<file path="src/rtl/vga_pkg.sv">
// Shared definitions for the VGA index-framebuffer write path.
//   H_RES / V_RES : visible raster size; H_RES is also the framebuffer row stride
//   AW / DW       : framebuffer address and palette index widths
//   FB_SIZE       : number of framebuffer locations (max address is FB_SIZE-1)
//   state_t       : fill FSM states, shared so benches and debug taps decode them alike
package vga_pkg;
   localparam int H_RES   = 640;
   localparam int V_RES   = 480;
   localparam int AW      = 19;
   localparam int DW      = 8;
   localparam int FB_SIZE = H_RES * V_RES;

   typedef enum logic [1:0] {
      IDLE    = 2'd0,
      WAIT_VS = 2'd1,
      FILL    = 2'd2,
      DONE    = 2'd3
   } state_t;
endpackage

</file>
<file path="src/rtl/vga_rect_writer_if.sv">
// Rectangle fill command channel.
//   master : issuer (game/menu logic) drives cmd_valid and the command fields
//   slave  : fill engine drives cmd_ready
// Handshake: a command transfers on a rising clock edge where cmd_valid and
// cmd_ready are both 1. The fields are sampled only on that edge; cmd_ready
// stays 0 while a command is in progress.
interface vga_rect_writer_if;
   import vga_pkg::*;

   logic          cmd_valid;
   logic          cmd_ready;
   logic [9:0]    cmd_x;
   logic [8:0]    cmd_y;
   logic [9:0]    cmd_w;
   logic [8:0]    cmd_h;
   logic [DW-1:0] cmd_color;
   logic          cmd_sync;

   modport master (
      output cmd_valid, cmd_x, cmd_y, cmd_w, cmd_h, cmd_color, cmd_sync,
      input  cmd_ready
   );

   modport slave (
      input  cmd_valid, cmd_x, cmd_y, cmd_w, cmd_h, cmd_color, cmd_sync,
      output cmd_ready
   );
endinterface

</file>
<file path="src/rtl/vga_rect_clip.sv">
// Combinational clip of a rectangle against the visible raster.
//   x, y   : top-left corner
//   w, h   : width / height
//   xe, ye : exclusive right / bottom edge, clamped to H_RES / V_RES
//   empty  : nothing of the rectangle lies on screen
module vga_rect_clip
   import vga_pkg::*;
(
   input  logic [9:0]  x,
   input  logic [8:0]  y,
   input  logic [9:0]  w,
   input  logic [8:0]  h,
   output logic [10:0] xe,
   output logic [9:0]  ye,
   output logic        empty
);
   logic [10:0] x_sum;
   logic [9:0]  y_sum;

   // One extra bit on each sum so x+w / y+h cannot wrap before the clamp.
   always_comb begin
      x_sum = {1'b0, x} + {1'b0, w};
      y_sum = {1'b0, y} + {1'b0, h};
      xe    = (x_sum > 11'(H_RES)) ? 11'(H_RES) : x_sum;
      ye    = (y_sum > 10'(V_RES)) ? 10'(V_RES) : y_sum;
      empty = (w == 10'd0) || (h == 9'd0) ||
              ({1'b0, x} >= 11'(H_RES)) || ({1'b0, y} >= 10'(V_RES));
   end
endmodule

</file>
<file path="src/rtl/vga_rect_writer.sv">
// Fills a clipped rectangle of one palette index into the 640x480 index
// framebuffer, one pixel per granted clock, in raster order.
//   iVGA_CLK, iRST_n : pixel clock, async active-low reset
//   cmd              : fill command channel (slave side)
//   iVS              : active-low vsync; cmd_sync commands wait for its falling edge
//   mem_gnt          : write port grant; 0 stalls the fill
//   oWR_EN/ADDR/DATA : framebuffer write port
//   busy, done       : command in progress / one-cycle completion pulse
//   pix_count        : pixels written by the current or last command
//   dbg_state        : FSM state tap
module vga_rect_writer
   import vga_pkg::*;
(
   input  logic                 iVGA_CLK,
   input  logic                 iRST_n,
   vga_rect_writer_if.slave     cmd,
   input  logic                 iVS,
   input  logic                 mem_gnt,
   output logic                 oWR_EN,
   output logic [AW-1:0]        oWR_ADDR,
   output logic [DW-1:0]        oWR_DATA,
   output logic                 busy,
   output logic                 done,
   output logic [18:0]          pix_count,
   output state_t               dbg_state
);
   state_t        state, state_nxt;
   logic          vs_q;
   logic [9:0]    x0, col;
   logic [8:0]    row;
   logic [10:0]   xe;
   logic [9:0]    ye;
   logic [AW-1:0] row_base;
   logic [DW-1:0] color;

   logic [10:0]   clip_xe;
   logic [9:0]    clip_ye;
   logic          clip_empty;

   logic          accept, vs_fall, wr, last_col, last_row;

   vga_rect_clip u_clip (
      .x     (cmd.cmd_x),
      .y     (cmd.cmd_y),
      .w     (cmd.cmd_w),
      .h     (cmd.cmd_h),
      .xe    (clip_xe),
      .ye    (clip_ye),
      .empty (clip_empty)
   );

   assign cmd.cmd_ready = (state == IDLE);
   assign accept        = cmd.cmd_valid && (state == IDLE);
   assign vs_fall       = vs_q && !iVS;
   assign wr            = (state == FILL) && mem_gnt;
   assign last_col      = ({1'b0, col} == (xe - 11'd1));
   assign last_row      = ({1'b0, row} == (ye - 10'd1));

   assign oWR_ADDR  = row_base + AW'(col);
   assign oWR_DATA  = color;
   assign dbg_state = state;

   always_ff @(posedge iVGA_CLK or negedge iRST_n) begin
      if (!iRST_n) begin
         state <= IDLE;
         vs_q  <= 1'b1;
      end else begin
         state <= state_nxt;
         vs_q  <= iVS;
      end
   end

   always_comb begin
      state_nxt = state;
      busy      = (state != IDLE);
      done      = (state == DONE);
      oWR_EN    = wr;
      case (state)
         IDLE: begin
            if (accept) begin
               if (clip_empty)        state_nxt = DONE;
               else if (cmd.cmd_sync) state_nxt = WAIT_VS;
               else                   state_nxt = FILL;
            end
         end
         WAIT_VS: if (vs_fall) state_nxt = FILL;
         FILL:    if (wr && last_col && last_row) state_nxt = DONE;
         DONE:    state_nxt = IDLE;
         default: state_nxt = IDLE;
      endcase
   end

   // Address counters. The last pixel leaves them untouched so oWR_ADDR
   // never points past the framebuffer, and an empty command parks them at 0.
   always_ff @(posedge iVGA_CLK or negedge iRST_n) begin
      if (!iRST_n) begin
         x0        <= '0;
         col       <= '0;
         row       <= '0;
         xe        <= '0;
         ye        <= '0;
         row_base  <= '0;
         color     <= '0;
         pix_count <= '0;
      end else if (accept) begin
         xe        <= clip_xe;
         ye        <= clip_ye;
         color     <= cmd.cmd_color;
         pix_count <= '0;
         if (clip_empty) begin
            x0       <= '0;
            col      <= '0;
            row      <= '0;
            row_base <= '0;
         end else begin
            x0       <= cmd.cmd_x;
            col      <= cmd.cmd_x;
            row      <= cmd.cmd_y;
            // y*640 = y*512 + y*128
            row_base <= AW'({cmd.cmd_y, 9'b0}) + AW'({cmd.cmd_y, 7'b0});
         end
      end else if (wr) begin
         pix_count <= pix_count + 19'd1;
         if (!last_col) begin
            col <= col + 10'd1;
         end else if (!last_row) begin
            col      <= x0;
            row      <= row + 9'd1;
            row_base <= row_base + AW'(H_RES);
         end
      end
   end
endmodule
</file>
<file path="src/flat_wrapper.sv">
// flat-port wrapper written by rule: the top's interface ports become plain ports
module vga_rect_writer_flat import vga_pkg::*;
  (iVGA_CLK, iRST_n, iVS, mem_gnt, oWR_EN, oWR_ADDR, oWR_DATA, busy, done, pix_count, dbg_state, cmd_cmd_valid, cmd_cmd_x, cmd_cmd_y, cmd_cmd_w, cmd_cmd_h, cmd_cmd_color, cmd_cmd_sync, cmd_cmd_ready);
  vga_rect_writer_if cmd_i ();
  input  logic iVGA_CLK;
  input  logic iRST_n;
  input  logic iVS;
  input  logic mem_gnt;
  output logic oWR_EN;
  output logic [AW-1:0] oWR_ADDR;
  output logic [DW-1:0] oWR_DATA;
  output logic busy;
  output logic done;
  output logic [18:0] pix_count;
  output state_t dbg_state;
  input wire logic [$bits(cmd_i.cmd_valid)-1:0] cmd_cmd_valid;
  input wire logic [$bits(cmd_i.cmd_x)-1:0] cmd_cmd_x;
  input wire logic [$bits(cmd_i.cmd_y)-1:0] cmd_cmd_y;
  input wire logic [$bits(cmd_i.cmd_w)-1:0] cmd_cmd_w;
  input wire logic [$bits(cmd_i.cmd_h)-1:0] cmd_cmd_h;
  input wire logic [$bits(cmd_i.cmd_color)-1:0] cmd_cmd_color;
  input wire logic [$bits(cmd_i.cmd_sync)-1:0] cmd_cmd_sync;
  output wire logic [$bits(cmd_i.cmd_ready)-1:0] cmd_cmd_ready;
  assign cmd_i.cmd_valid = cmd_cmd_valid;
  assign cmd_i.cmd_x = cmd_cmd_x;
  assign cmd_i.cmd_y = cmd_cmd_y;
  assign cmd_i.cmd_w = cmd_cmd_w;
  assign cmd_i.cmd_h = cmd_cmd_h;
  assign cmd_i.cmd_color = cmd_cmd_color;
  assign cmd_i.cmd_sync = cmd_cmd_sync;
  assign cmd_cmd_ready = cmd_i.cmd_ready;
  vga_rect_writer u_core (.iVGA_CLK(iVGA_CLK), .iRST_n(iRST_n), .cmd(cmd_i), .iVS(iVS), .mem_gnt(mem_gnt), .oWR_EN(oWR_EN), .oWR_ADDR(oWR_ADDR), .oWR_DATA(oWR_DATA), .busy(busy), .done(done), .pix_count(pix_count), .dbg_state(dbg_state));
endmodule
</file>
<file path="config.mk">
export PLATFORM = sky130hd
export DESIGN_NAME = vga_rect_writer_flat
export DESIGN_NICKNAME = d
export VERILOG_FILES = /design/src/rtl/vga_pkg.sv /design/src/rtl/vga_rect_writer_if.sv /design/src/rtl/vga_rect_clip.sv /design/src/rtl/vga_rect_writer.sv /design/src/flat_wrapper.sv
export SDC_FILE = /design/constraint.sdc
export NUM_CORES = 1
export LEC_CHECK = 0
export ABC_AREA = 1
export CAP_MARGIN = 20
export CELL_PAD_IN_SITES_DETAIL_PLACEMENT = 1
export CELL_PAD_IN_SITES_GLOBAL_PLACEMENT = 1
export CORE_UTILIZATION = 36
export CTS_CLUSTER_SIZE = 25
export DETAILED_ROUTE_END_ITERATION = 7
export PLACE_DENSITY_LB_ADDON = 0.1
export SKIP_LAST_GASP = 1
export SYNTH_ARGS = -nofsm -noshare
export SYNTH_HDL_FRONTEND = slang
export SYNTH_HIERARCHICAL = 1
export SYNTH_SLANG_ARGS = --single-unit
</file>
<file path="constraint.sdc">
create_clock -name iVGA_CLK -period 2.5 [get_ports iVGA_CLK]
set_input_delay 0.75 -clock iVGA_CLK [delete_from_list [all_inputs] [get_ports iVGA_CLK]]
set_output_delay 0.75 -clock iVGA_CLK [all_outputs]
set_load 0.01 [all_outputs]
</file>
==> impl_results.md <==
* Max VDD drop at 0.000492 V
* Non-Filler Instances at 1643
* HP Class: input port to asynchronous set/reset pin
* Routed vias at 8058
* Commonest cells post-synth: nand2_1 (374), inv_1 (135), nor2_1 (116)
* Run status: finished with violations
* Most common cell in the netlist: nand2_1
* Post-synth EDFFs at 0
* DRT Pass-1 Iters at 4
* Die height at 145 µm
* Largest net degree at the start of global routing at 39
* Synthesized flop and latch total at 92
* Max-slew violations at 0
* Prevailing post-synth register cell: dfrtp_1
* 1st-iter DRT viols at 314
* Overall power at 10.0 mW
* Biggest fanout along the worst timing path at 2
* Period utilization at 114%
* Avg Inst Size Synth at 6.52 µm²
* Synth area leaders: dfrtp_1 (31%), nand2_1 (19%), inv_1 (6.9%), ha_1 (6.7%), nand3_1 (6.6%)
* Synth warn at 6
* Initial Utilization at 37.1%
* WHS at 0.319 ns
* Port Buffers at 103
* Vias in the first global route at 8286
* Fmax at 0.350 GHz
* Yosys top cell by area: dfrtp_1
* Fin util at 53.6%
* Final instance area at 10600 µm²
* Area Overhead vs Synth at 44.5%
* Sequential fraction of the synthesis area at 31.5%
* Placement Cell Area at 9690 µm²
* Unrepaired setup endpoints after global routing: true
* Bufs on Longest Clock Path at 2
* MaxCap Viol Count at 0
* Routability Congestion at 0.857
* Hold Vio Cnt, Final at 0
* Mapped Cells at 1122
* Placed insts at 1611
* Initial antenna violation count at 0
* Clock slew at reported path FFs at 0.07 ns
* Die W at 145 µm
* Io pins at 104
* P_leak at 5.52 nW
* Synth async-reset ratio at 100%
* Total grt overflow at 0
* H-tree Lvls at 3
* Core footprint at 19700 µm²
* Failing checks: negative setup slack
* Setup Viol. Count Final at 9
* Hold Buf Count CTS at 0
* Layout cells sized above 1 at 23.2%
* Drt drc at 0
* Worst EP required at 1.75 ns
* Clock root buffer: clkbuf_16
* Post-route ant nets at 0
* Num CTS Buffers at 9
* Clk Latency, worst-skew pair at 0.35 ns
* Startpoint type of the worst setup path: register
* Setup crit end kind: output pin
* Period minus WS final at 2.85 ns
* Routed WL at 25900 µm
* Die ar. at 20900 µm²
* CP arrival at 2.10 ns
* Setup Skew at 0.00721 ns
* Row cnt at 51
* Global-route wire length before repair at 40900 µm
* Antenna cell count at 0
* Via/cell ratio at 4.90
* Worst setup slack after layout at -0.354 ns
* CTS Sinks at 92
* CTS tree: yes
* All-Layer GR Usage at 25.1%
* Power density cells at 949 nW/µm²
* Yosys cell types at 46
* Post-Synthesis Cell Area at 7320 µm²
* Slew HR at 62.5%
* Top-area cell type share of the netlist area at 31.1%
* Slew @ Worst Pin at 0.562 ns
* Nets at 1467
* Dpl hpwl at 19400 µm
* DR WL/cell at 15.8 µm
* Crit Path Class: register to output pin
==> through the flow <==
stage               setup TNS, ns  worst slack (ns)
finish                      -2.55            -0.354
global route                -3.51            -0.487
CTS                         -3.01            -0.393
detailed placement         -25.29            -0.634
global placement           -21.63            -0.527
floorplan                       0            0.0172
==> cell families after synthesis <==
family | Yosys count | synth area share [%]
AND/OR/NAND/NOR | 654 | 38.0
buffers and inverters | 173 | 9.68
AO/OA/AOI/OAI | 129 | 9.63
flip-flops | 92 | 31.5
adder cells (fa/ha/maj) | 42 | 7.49
XOR/XNOR | 31 | 3.71
other | 1 | 0.0512
==> repair_timing <==
item,CTS,global route
setup endpoints to repair,45,64
pin swaps,24,28
cloned,0,2
buffers inserted,10,4
resized for setup,95,89
==> cells in the final DEF (no fill, tap or decap), types with 17 or more instances in the layout <==
master,synthesis,final
nor2_1,116,106
buf_4,5,166
nand3_1,97,86
nand2_1,374,362
dfrtp_1,91,91
ha_1,39,19
inv_1,135,128
clkdlybuf4s50_1,0,56
nand2_2,11,20
o21ai_0,61,55
xor2_1,19,17
a21oi_1,35,23
dlymetal6s2s_1,0,21
==> worst paths after layout <==
kind | endpoint | start | slack (ns) | cells past startpoint
max in group asynchronous | u_core/vs_q | iRST_n | 1.53 | 2
min reg2reg | u_core/oWR_DATA[6] | u_core/oWR_DATA[6] | 0.48 | 2
min in group iVGA_CLK | u_core/oWR_DATA[6] | u_core/oWR_DATA[6] | 0.48 | 2
max | oWR_ADDR[17] | u_core/row_base[8] | -0.35 | 10
min | u_core/oWR_DATA[6] | iRST_n | 0.32 | 1
max reg2reg | u_core/col[1] | u_core/xe[1] | 0.25 | 15
==> area by class of cell <==
class	count	area [µm²]
Timing Repair Buffer	272	2300
Clock buffer	9	225
Fill cell	2560	9150
Inverter	138	518
Multi-Input combinational cell	860	4790
Sequential cell	92	2300
Tap cell	265	332
Clock inverter	7	98.8
==> registers in the layout, indices dropped and copies added, names as in the netlist <==
signal	count
u_core/pix_count	19
u_core/row_base	12
u_core/xe	11
u_core/col	10
u_core/x0	10
u_core/ye	10
u_core/row	9
u_core/oWR_DATA	8
u_core/dbg_state	2
u_core/vs_q	1
==> per-layer routing <==
metal	vias up	part of all wire, %	GRT usage (%)
met5	-	0	0
met4	0	1.0	5.43
met3	19	2.4	3.08
met2	103	47	41.8
met1	3872	49	34.7
li1	4064	-	-
==> where the power goes <==
part | switching [mW] | internal, mW | total (mW) | leakage [nW]
sequential | 0.498 | 2.02 | 2.51 | 1.20
combinational | 3.50 | 2.50 | 6.00 | 4.17
clock | 0.646 | 0.885 | 1.53 | 0.156
==> worst max-delay path: stages (launching register included) <==
cell and delay [ns]:
dfrtp_1 0.42, ha_4 0.28, a21o_1 0.13, a21o_1 0.17
nand2_1 0.08, nor2_2 0.10, nand2_1 0.07, nor2_2 0.11
buf_4 0.13, xor2_1 0.13, buf_2 0.14
(Power assumes the default switching activity.)
